`src/rtl/dispatch_stage.sv`:
```
// dispatch_stage: single-bundle hold register between rename and ROB/issue queue.
// A renamed bundle is captured into the hold register and dispatched
// all-or-nothing once the ROB and issue queue both have room for every valid
// lane. Allocates ROB indices from a wrapping tail pointer and tracks
// per-physical-register busy bits to report source readiness.
//
// Ports:
//   clk, reset_n                    clock, async active-low reset
//   ren_*                           renamed bundle from rename (FETCH_W lanes)
//   dispatch_ready                  bundle accepted from rename this cycle
//   rob_free_count, iq_free_count   free entries downstream
//   wb_valid, wb_prd                writeback completions (clear busy bits)
//   flush_pipeline                  squash hold register, tail and busy table
//   disp_en                         per-lane write strobe to ROB / issue queue
//   disp_rob_idx                    allocated ROB index per lane
//   disp_prs1_rdy, disp_prs2_rdy    source operand readiness per lane
//   disp_prd/prs1/prs2/pc/imm/is_load/is_store  held bundle fields
//
// Build option: define DISPATCH_WB_BYPASS_EN to let a same-cycle writeback
// mark a matching held source as ready.
module dispatch_stage #(
  parameter int unsigned FETCH_W   = 2,
  parameter int unsigned PHYS_REGS = 48,
  parameter int unsigned ROB_DEPTH = 32
) (
  input  logic                                      clk,
  input  logic                                      reset_n,
  input  logic [FETCH_W-1:0]                        ren_valid,
  input  logic [FETCH_W-1:0]                        ren_rd_valid,
  input  logic [FETCH_W-1:0]                        ren_rs1_valid,
  input  logic [FETCH_W-1:0]                        ren_rs2_valid,
  input  logic [FETCH_W-1:0]                        ren_is_load,
  input  logic [FETCH_W-1:0]                        ren_is_store,
  input  logic [FETCH_W-1:0][5:0]                   ren_prd,
  input  logic [FETCH_W-1:0][5:0]                   ren_prs1,
  input  logic [FETCH_W-1:0][5:0]                   ren_prs2,
  input  logic [FETCH_W-1:0][31:0]                  ren_pc,
  input  logic [FETCH_W-1:0][31:0]                  ren_imm,
  output logic                                      dispatch_ready,
  input  logic [5:0]                                rob_free_count,
  input  logic [5:0]                                iq_free_count,
  input  logic [1:0]                                wb_valid,
  input  logic [1:0][5:0]                           wb_prd,
  input  logic                                      flush_pipeline,
  output logic [FETCH_W-1:0]                        disp_en,
  output logic [FETCH_W-1:0][$clog2(ROB_DEPTH)-1:0] disp_rob_idx,
  output logic [FETCH_W-1:0]                        disp_prs1_rdy,
  output logic [FETCH_W-1:0]                        disp_prs2_rdy,
  output logic [FETCH_W-1:0][5:0]                   disp_prd,
  output logic [FETCH_W-1:0][5:0]                   disp_prs1,
  output logic [FETCH_W-1:0][5:0]                   disp_prs2,
  output logic [FETCH_W-1:0][31:0]                  disp_pc,
  output logic [FETCH_W-1:0][31:0]                  disp_imm,
  output logic [FETCH_W-1:0]                        disp_is_load,
  output logic [FETCH_W-1:0]                        disp_is_store
);

  localparam int unsigned PREG_W = 6;
  localparam int unsigned CNT_W  = 6;
  localparam int unsigned IDX_W  = $clog2(ROB_DEPTH);

  logic                              r_hold_valid;
  logic [FETCH_W-1:0]                r_valid, r_rd_valid, r_rs1_valid, r_rs2_valid;
  logic [FETCH_W-1:0]                r_is_load, r_is_store;
  logic [FETCH_W-1:0][PREG_W-1:0]    r_prd, r_prs1, r_prs2;
  logic [FETCH_W-1:0][31:0]          r_pc, r_imm;
  logic [IDX_W-1:0]                  r_tail;
  logic [PHYS_REGS-1:0]              r_busy;

  logic [FETCH_W-1:0]                w_lane;
  logic [CNT_W-1:0]                  w_need;
  logic                              w_fire;
  logic                              w_capture;
  logic [IDX_W-1:0]                  w_off;
  logic [PHYS_REGS-1:0]              w_busy_nxt;
  logic [FETCH_W-1:0]                w_byp1, w_byp2;

  // Source readiness: unused sources are ready; otherwise not busy (or bypassed),
  // unless an older lane of the same bundle writes that preg.
  function automatic logic src_rdy(
    input logic                           used,
    input logic [PREG_W-1:0]              p,
    input logic                           byp,
    input int unsigned                    lane,
    input logic [PHYS_REGS-1:0]           busy,
    input logic [FETCH_W-1:0]             lane_v,
    input logic [FETCH_W-1:0]             rdv,
    input logic [FETCH_W-1:0][PREG_W-1:0] prd
  );
    logic rdy;
    rdy = 1'b1;
    if (used) begin
      if (32'(p) < PHYS_REGS) rdy = ~busy[p];
      if (byp) rdy = 1'b1;
      for (int unsigned j = 0; j < lane; j++) begin
        if (lane_v[j] && rdv[j] && (prd[j] != '0) && (prd[j] == p)) rdy = 1'b0;
      end
    end
    return rdy;
  endfunction

  // Occupancy, fire condition and handshake with rename.
  always_comb begin
    w_lane = r_valid & {FETCH_W{r_hold_valid}};
    w_need = '0;
    for (int i = 0; i < FETCH_W; i++) w_need = w_need + CNT_W'(w_lane[i]);
    w_fire = r_hold_valid && (w_need <= rob_free_count) &&
             (w_need <= iq_free_count) && !flush_pipeline;
    dispatch_ready = (!r_hold_valid || w_fire) && !flush_pipeline;
    w_capture      = (|ren_valid) && dispatch_ready;
    disp_en        = w_fire ? w_lane : '0;
  end

  // ROB index per lane: tail plus number of older valid lanes.
  always_comb begin
    w_off        = '0;
    disp_rob_idx = '0;
    for (int i = 0; i < FETCH_W; i++) begin
      disp_rob_idx[i] = r_tail + w_off;
      w_off           = w_off + IDX_W'(w_lane[i]);
    end
  end

`ifdef DISPATCH_WB_BYPASS_EN
  // Same-cycle writeback match on held sources.
  always_comb begin
    w_byp1 = '0;
    w_byp2 = '0;
    for (int i = 0; i < FETCH_W; i++) begin
      for (int k = 0; k < 2; k++) begin
        if (wb_valid[k] && (wb_prd[k] == r_prs1[i])) w_byp1[i] = 1'b1;
        if (wb_valid[k] && (wb_prd[k] == r_prs2[i])) w_byp2[i] = 1'b1;
      end
    end
  end
`else
  assign w_byp1 = '0;
  assign w_byp2 = '0;
`endif

  always_comb begin
    disp_prs1_rdy = '1;
    disp_prs2_rdy = '1;
    for (int i = 0; i < FETCH_W; i++) begin
      disp_prs1_rdy[i] = src_rdy(r_rs1_valid[i], r_prs1[i], w_byp1[i], i,
                                 r_busy, r_valid, r_rd_valid, r_prd);
      disp_prs2_rdy[i] = src_rdy(r_rs2_valid[i], r_prs2[i], w_byp2[i], i,
                                 r_busy, r_valid, r_rd_valid, r_prd);
    end
  end

  // Busy table update: writeback clears first, dispatch sets override.
  always_comb begin
    w_busy_nxt = r_busy;
    for (int k = 0; k < 2; k++) begin
      if (wb_valid[k] && (32'(wb_prd[k]) < PHYS_REGS)) w_busy_nxt[wb_prd[k]] = 1'b0;
    end
    if (w_fire) begin
      for (int i = 0; i < FETCH_W; i++) begin
        if (w_lane[i] && r_rd_valid[i] && (r_prd[i] != '0) && (32'(r_prd[i]) < PHYS_REGS))
          w_busy_nxt[r_prd[i]] = 1'b1;
      end
    end
    w_busy_nxt[0] = 1'b0;
  end

  always_ff @(posedge clk or negedge reset_n) begin
    if (!reset_n) begin
      r_hold_valid <= 1'b0;
      r_valid      <= '0;
      r_rd_valid   <= '0;
      r_rs1_valid  <= '0;
      r_rs2_valid  <= '0;
      r_is_load    <= '0;
      r_is_store   <= '0;
      r_prd        <= '0;
      r_prs1       <= '0;
      r_prs2       <= '0;
      r_pc         <= '0;
      r_imm        <= '0;
      r_tail       <= '0;
      r_busy       <= '0;
    end else if (flush_pipeline) begin
      r_hold_valid <= 1'b0;
      r_tail       <= '0;
      r_busy       <= '0;
    end else begin
      r_busy <= w_busy_nxt;
      if (w_fire) r_tail <= r_tail + IDX_W'(w_need);
      if (w_capture) begin
        r_hold_valid <= 1'b1;
        r_valid      <= ren_valid;
        r_rd_valid   <= ren_rd_valid;
        r_rs1_valid  <= ren_rs1_valid;
        r_rs2_valid  <= ren_rs2_valid;
        r_is_load    <= ren_is_load;
        r_is_store   <= ren_is_store;
        r_prd        <= ren_prd;
        r_prs1       <= ren_prs1;
        r_prs2       <= ren_prs2;
        r_pc         <= ren_pc;
        r_imm        <= ren_imm;
      end else if (w_fire) begin
        r_hold_valid <= 1'b0;
      end
    end
  end

  assign disp_prd      = r_prd;
  assign disp_prs1     = r_prs1;
  assign disp_prs2     = r_prs2;
  assign disp_pc       = r_pc;
  assign disp_imm      = r_imm;
  assign disp_is_load  = r_is_load;
  assign disp_is_store = r_is_store;

endmodule

```
`config.mk`:
```
export PLATFORM = sky130hd
export DESIGN_NAME = dispatch_stage
export DESIGN_NICKNAME = d
export VERILOG_FILES = /design/src/rtl/dispatch_stage.sv
export SDC_FILE = /design/constraint.sdc
export NUM_CORES = 1
export LEC_CHECK = 0
export BUFFER_PORTS_ARGS = -buffer_cell sky130_fd_sc_hd__clkbuf_2
export CELL_PAD_IN_SITES_DETAIL_PLACEMENT = 0
export CELL_PAD_IN_SITES_GLOBAL_PLACEMENT = 1
export CORE_MARGIN = 8
export CORE_UTILIZATION = 40
export DETAILED_ROUTE_END_ITERATION = 7
export PLACE_DENSITY_LB_ADDON = 0.2
export SLEW_MARGIN = 20
export SYNTH_ARGS = -nofsm -noshare
export SYNTH_HDL_FRONTEND = slang
export SYNTH_SLANG_ARGS = --single-unit
```
`constraint.sdc`:
```
create_clock -name clk -period 3.7 [get_ports clk]
set_clock_uncertainty 0.1 [all_clocks]
set_input_delay 0.555 -clock clk [delete_from_list [all_inputs] [get_ports clk]]
set_output_delay 0.555 -clock clk [all_outputs]
set_load 0.005 [all_outputs]
```
==> metrics <==
status finished clean; RePlAce Congestion about 0.9; commonest cells after routing, fill and taps aside 388 x clkbuf_2, 228 x dfrtp_1, 160 x mux2_4; sequential area share after synthesis 44.41%; Slew @ Worst Pin between 1000 and 1500 ps; leakage power 7.487 nW; Power Density between 400 and 500 nW/um^2; Max H-tree Level 1; Main synth FF type dfrtp_1; first-pass GRT wire length slightly below 70000 microns; slowest stage cell, crit path dfrtp_1; routed vias between 10000 and 15000; critical-path cell list mux4_2 > mux2_2 > nand3b_1 > a31oi_1 > o31ai_1 > clkbuf_2; NetSw between 2 and 2.5 mW; # port buffers slightly below 400; GR Overflow Total 0; initial drt markers between 800 and 900; VDD IR max approximately 0.35 mV; largest net degree at the start of global routing between 100 and 150; Yosys warnings 0; Flop pwr share between 40% and 50%; Finished Layout Cells between 1500 and 2000; Hold WC Path Type input pin to flip-flop; root buffer cell clkbuf_16; Startpoint Class flip-flop; Internal ~5.5 mW; io pins between 300 and 400; clk slew on worst S/H paths about 60 ps; switch share 27.22%; TritonCTS buffer count 27; CP startpoint disp_prs1[7]; CORE AREA 31640 sq um; Total Routing Usage GR a little under a quarter; reg2reg start r_valid[0]; CP max stage delay 810 ps; layout overhead on the synthesized area 25.11%; Slew headroom between 30% and 40%; combinational power share 18.6%; Inst Count DP approximately 1700; Die Ht between 150 and 200 microns; Rows 65; Bufs on Longest Clock Path 3; Mapped Area ~13000 sq um; ANT cells 0; # fillers about 2800; WL/cell 25.55 microns; share of layout cells above drive strength 1 about half; RSZ-0062 raised after global routing no; total power ~7.6 mW; asr flop ratio synth 100.0%; area leader, netlist dfrtp_1; Syn Nets between 1000 and 1500; Mean Syn Cell Area 12.80 sq um; Post-DP HPWL 35530 microns; vias in the first global route roughly 11000; Worst Path Required between 3000 and 4000 ps; Max FO, Critical Path 16; CTS tree built; Starting Density between 40% and 50%; Arr. time, crit path between 2000 and 3000 ps; drt first pass iters 6; fmax around 0.28 GHz; minimum clock period 3531 ps; commonest non-fill, non-tap cell in the layout clkbuf_2; crit end category output port; clk sink count ~230; DRT antenna net count 0; design area roughly 16000 sq um; cell count after synthesis 1008; total routed wirelength ~46000 microns; Post-Place Cell Area roughly 15000 sq um; final setup fails 0; CP Class flip-flop to output port; Via-to-Cell Ratio between 5 and 6; Synth Register Bits approximately 230; initial antenna violation count 0; Netlist cell types 59; worst skew pair latency approximately 560 ps; Clk pwr share 40.5%; Post-synth EDFFs 0; share of the synthesized area in the top cell type 44.41%; max_cap viols 0; Die W about 200 microns; Final Hold Fails 0; TNS Setup 0 ps; Net count, final approximately 1600; Final Max Tran Viols 0; fin crit share a little over nine tenths; drc violations 0; largest cells by area after synthesis dfrtp_1 44%, mux2_4 19%, mux4_2 6.6%, a22oi_1 2.9%, mux2_2 1.9%; Die ar. about 38000 sq um; Min-Delay Startpoint ren_pc[49]
[worst paths after layout]
| path | end | slack, ps | cells after the start |
|---|---|---|---|
| worst min-delay path | disp_pc[49] | 120 | 2 |
| worst max register to register | disp_imm[17] | 560 | 10 |
| worst min register to register | disp_imm[32] | 410 | 1 |
| max in group asynchronous | disp_pc[6] | 2070 | 3 |
| worst max-delay path | disp_prs1_rdy[1] | 170 | 6 |
| min in group asynchronous | r_busy[45] | 520 | 2 |
[cells by family (layout without fill, tap and decap cells)]
group	count (synthesis)	count (layout)	synth area share (%)
AND/OR/NAND/NOR	222	222	9.570
buffers and inverters	105	493	4.897
XOR/XNOR	17	17	1.154
multiplexers	242	242	28.88
flip-flops	229	229	44.41
adder cells (fa/ha/maj)	6	6	0.6400
AO/OA/AOI/OAI	187	187	10.45
[what timing repair did]
action,4_1_cts,5_1_grt
hold buffers,1,0
setup buffers,0,0
endpoints found under the hold margin,10,0
resized for setup,0,2
endpoints found under the setup margin,0,3
[synthesized netlist by cell type, drive strengths merged, types with 7 or more instances]
| cell | n |
|---|---|
| dfrtp | 229 |
| mux2 | 182 |
| nand2 | 52 |
| a22oi | 50 |
| mux4 | 38 |
| clkbuf | 37 |
| buf | 36 |
| o22ai | 35 |
| inv | 31 |
| nor2 | 29 |
| o21ai | 26 |
| nor2b | 23 |
| mux2i | 22 |
| nand3 | 19 |
| nor3b | 14 |
| nand3b | 13 |
| nand4 | 13 |
| nor3 | 13 |
| o32ai | 12 |
| nor4 | 11 |
| o2111ai | 11 |
| o221ai | 11 |
| xor2 | 10 |
| a21oi | 8 |
| nand2b | 7 |
| xnor2 | 7 |
[worst max-delay path, delay by kind of cell (launching register included)]
kind	cells	cell delay (ps)
AND/OR/NAND/NOR	1	100
multiplexers	2	910
flip-flops	1	810
buffers and inverters	1	180
AO/OA/AOI/OAI	2	320
[flip-flops by register name, indices dropped and copies added (netlist names)]
signal	cells
r_valid	2
disp_is_load	2
r_hold_valid	1
disp_imm	64
disp_pc	64
r_tail	5
r_rd_valid	2
r_rs2_valid	2
disp_prs1	12
disp_prd	12
disp_is_store	2
r_busy	47
r_rs1_valid	2
disp_prs2	12
[metrics by stage]
stage / hold WS, ps / setup slack [ps] / utilization, %
finish: 123.5 / 169.5 / 51.03
detailed placement: 391.2 / 414.7 / 47.70
global placement: 391.8 / 477.5 / 47.70
global route: 103.8 / 41.85 / 51.03
floorplan: 159.4 / 871.6 / -
CTS: 99.83 / 58.18 / 50.99
[routing by layer]
layer  part of all wire (%)  vias to the layer above  track usage, %
li1                       -                     4557               -
met1                     40                     5107           29.28
met2                     49                      461           39.22
met3                    8.4                       69           6.293
met4                    2.6                        0           5.896
met5                      0                        -               0
[power by group through the flow]
| stage | Combinational, mW | Sequential [mW] | Clock [mW] |
|---|---|---|---|
| 6_report | 1.41 | 3.10 | 3.07 |
| 5_1_grt | 1.53 | 3.15 | 3.22 |
| 4_1_cts | 1.43 | 3.11 | 3.14 |
| 3_5_place_dp | 1.44 | 3.13 | 0 |
| 3_3_place_gp | 1.41 | 3.14 | 0 |
| 2_1_floorplan | 0.895 | 3.00 | 0 |
[cell type report]
class                   instances  area (sq um)  share of cell area, %
clock buffers                  36         769.5                  4.766
clock inverters                13         261.5                  1.620
inverters                      32         120.1                 0.7440
multi-input cells             674          6551                  40.58
flip-flops and latches        229          5732                  35.50
well taps                     402         503.0                  3.116
repair buffers                412          2207                  13.67
(Power assumes the default switching activity.)
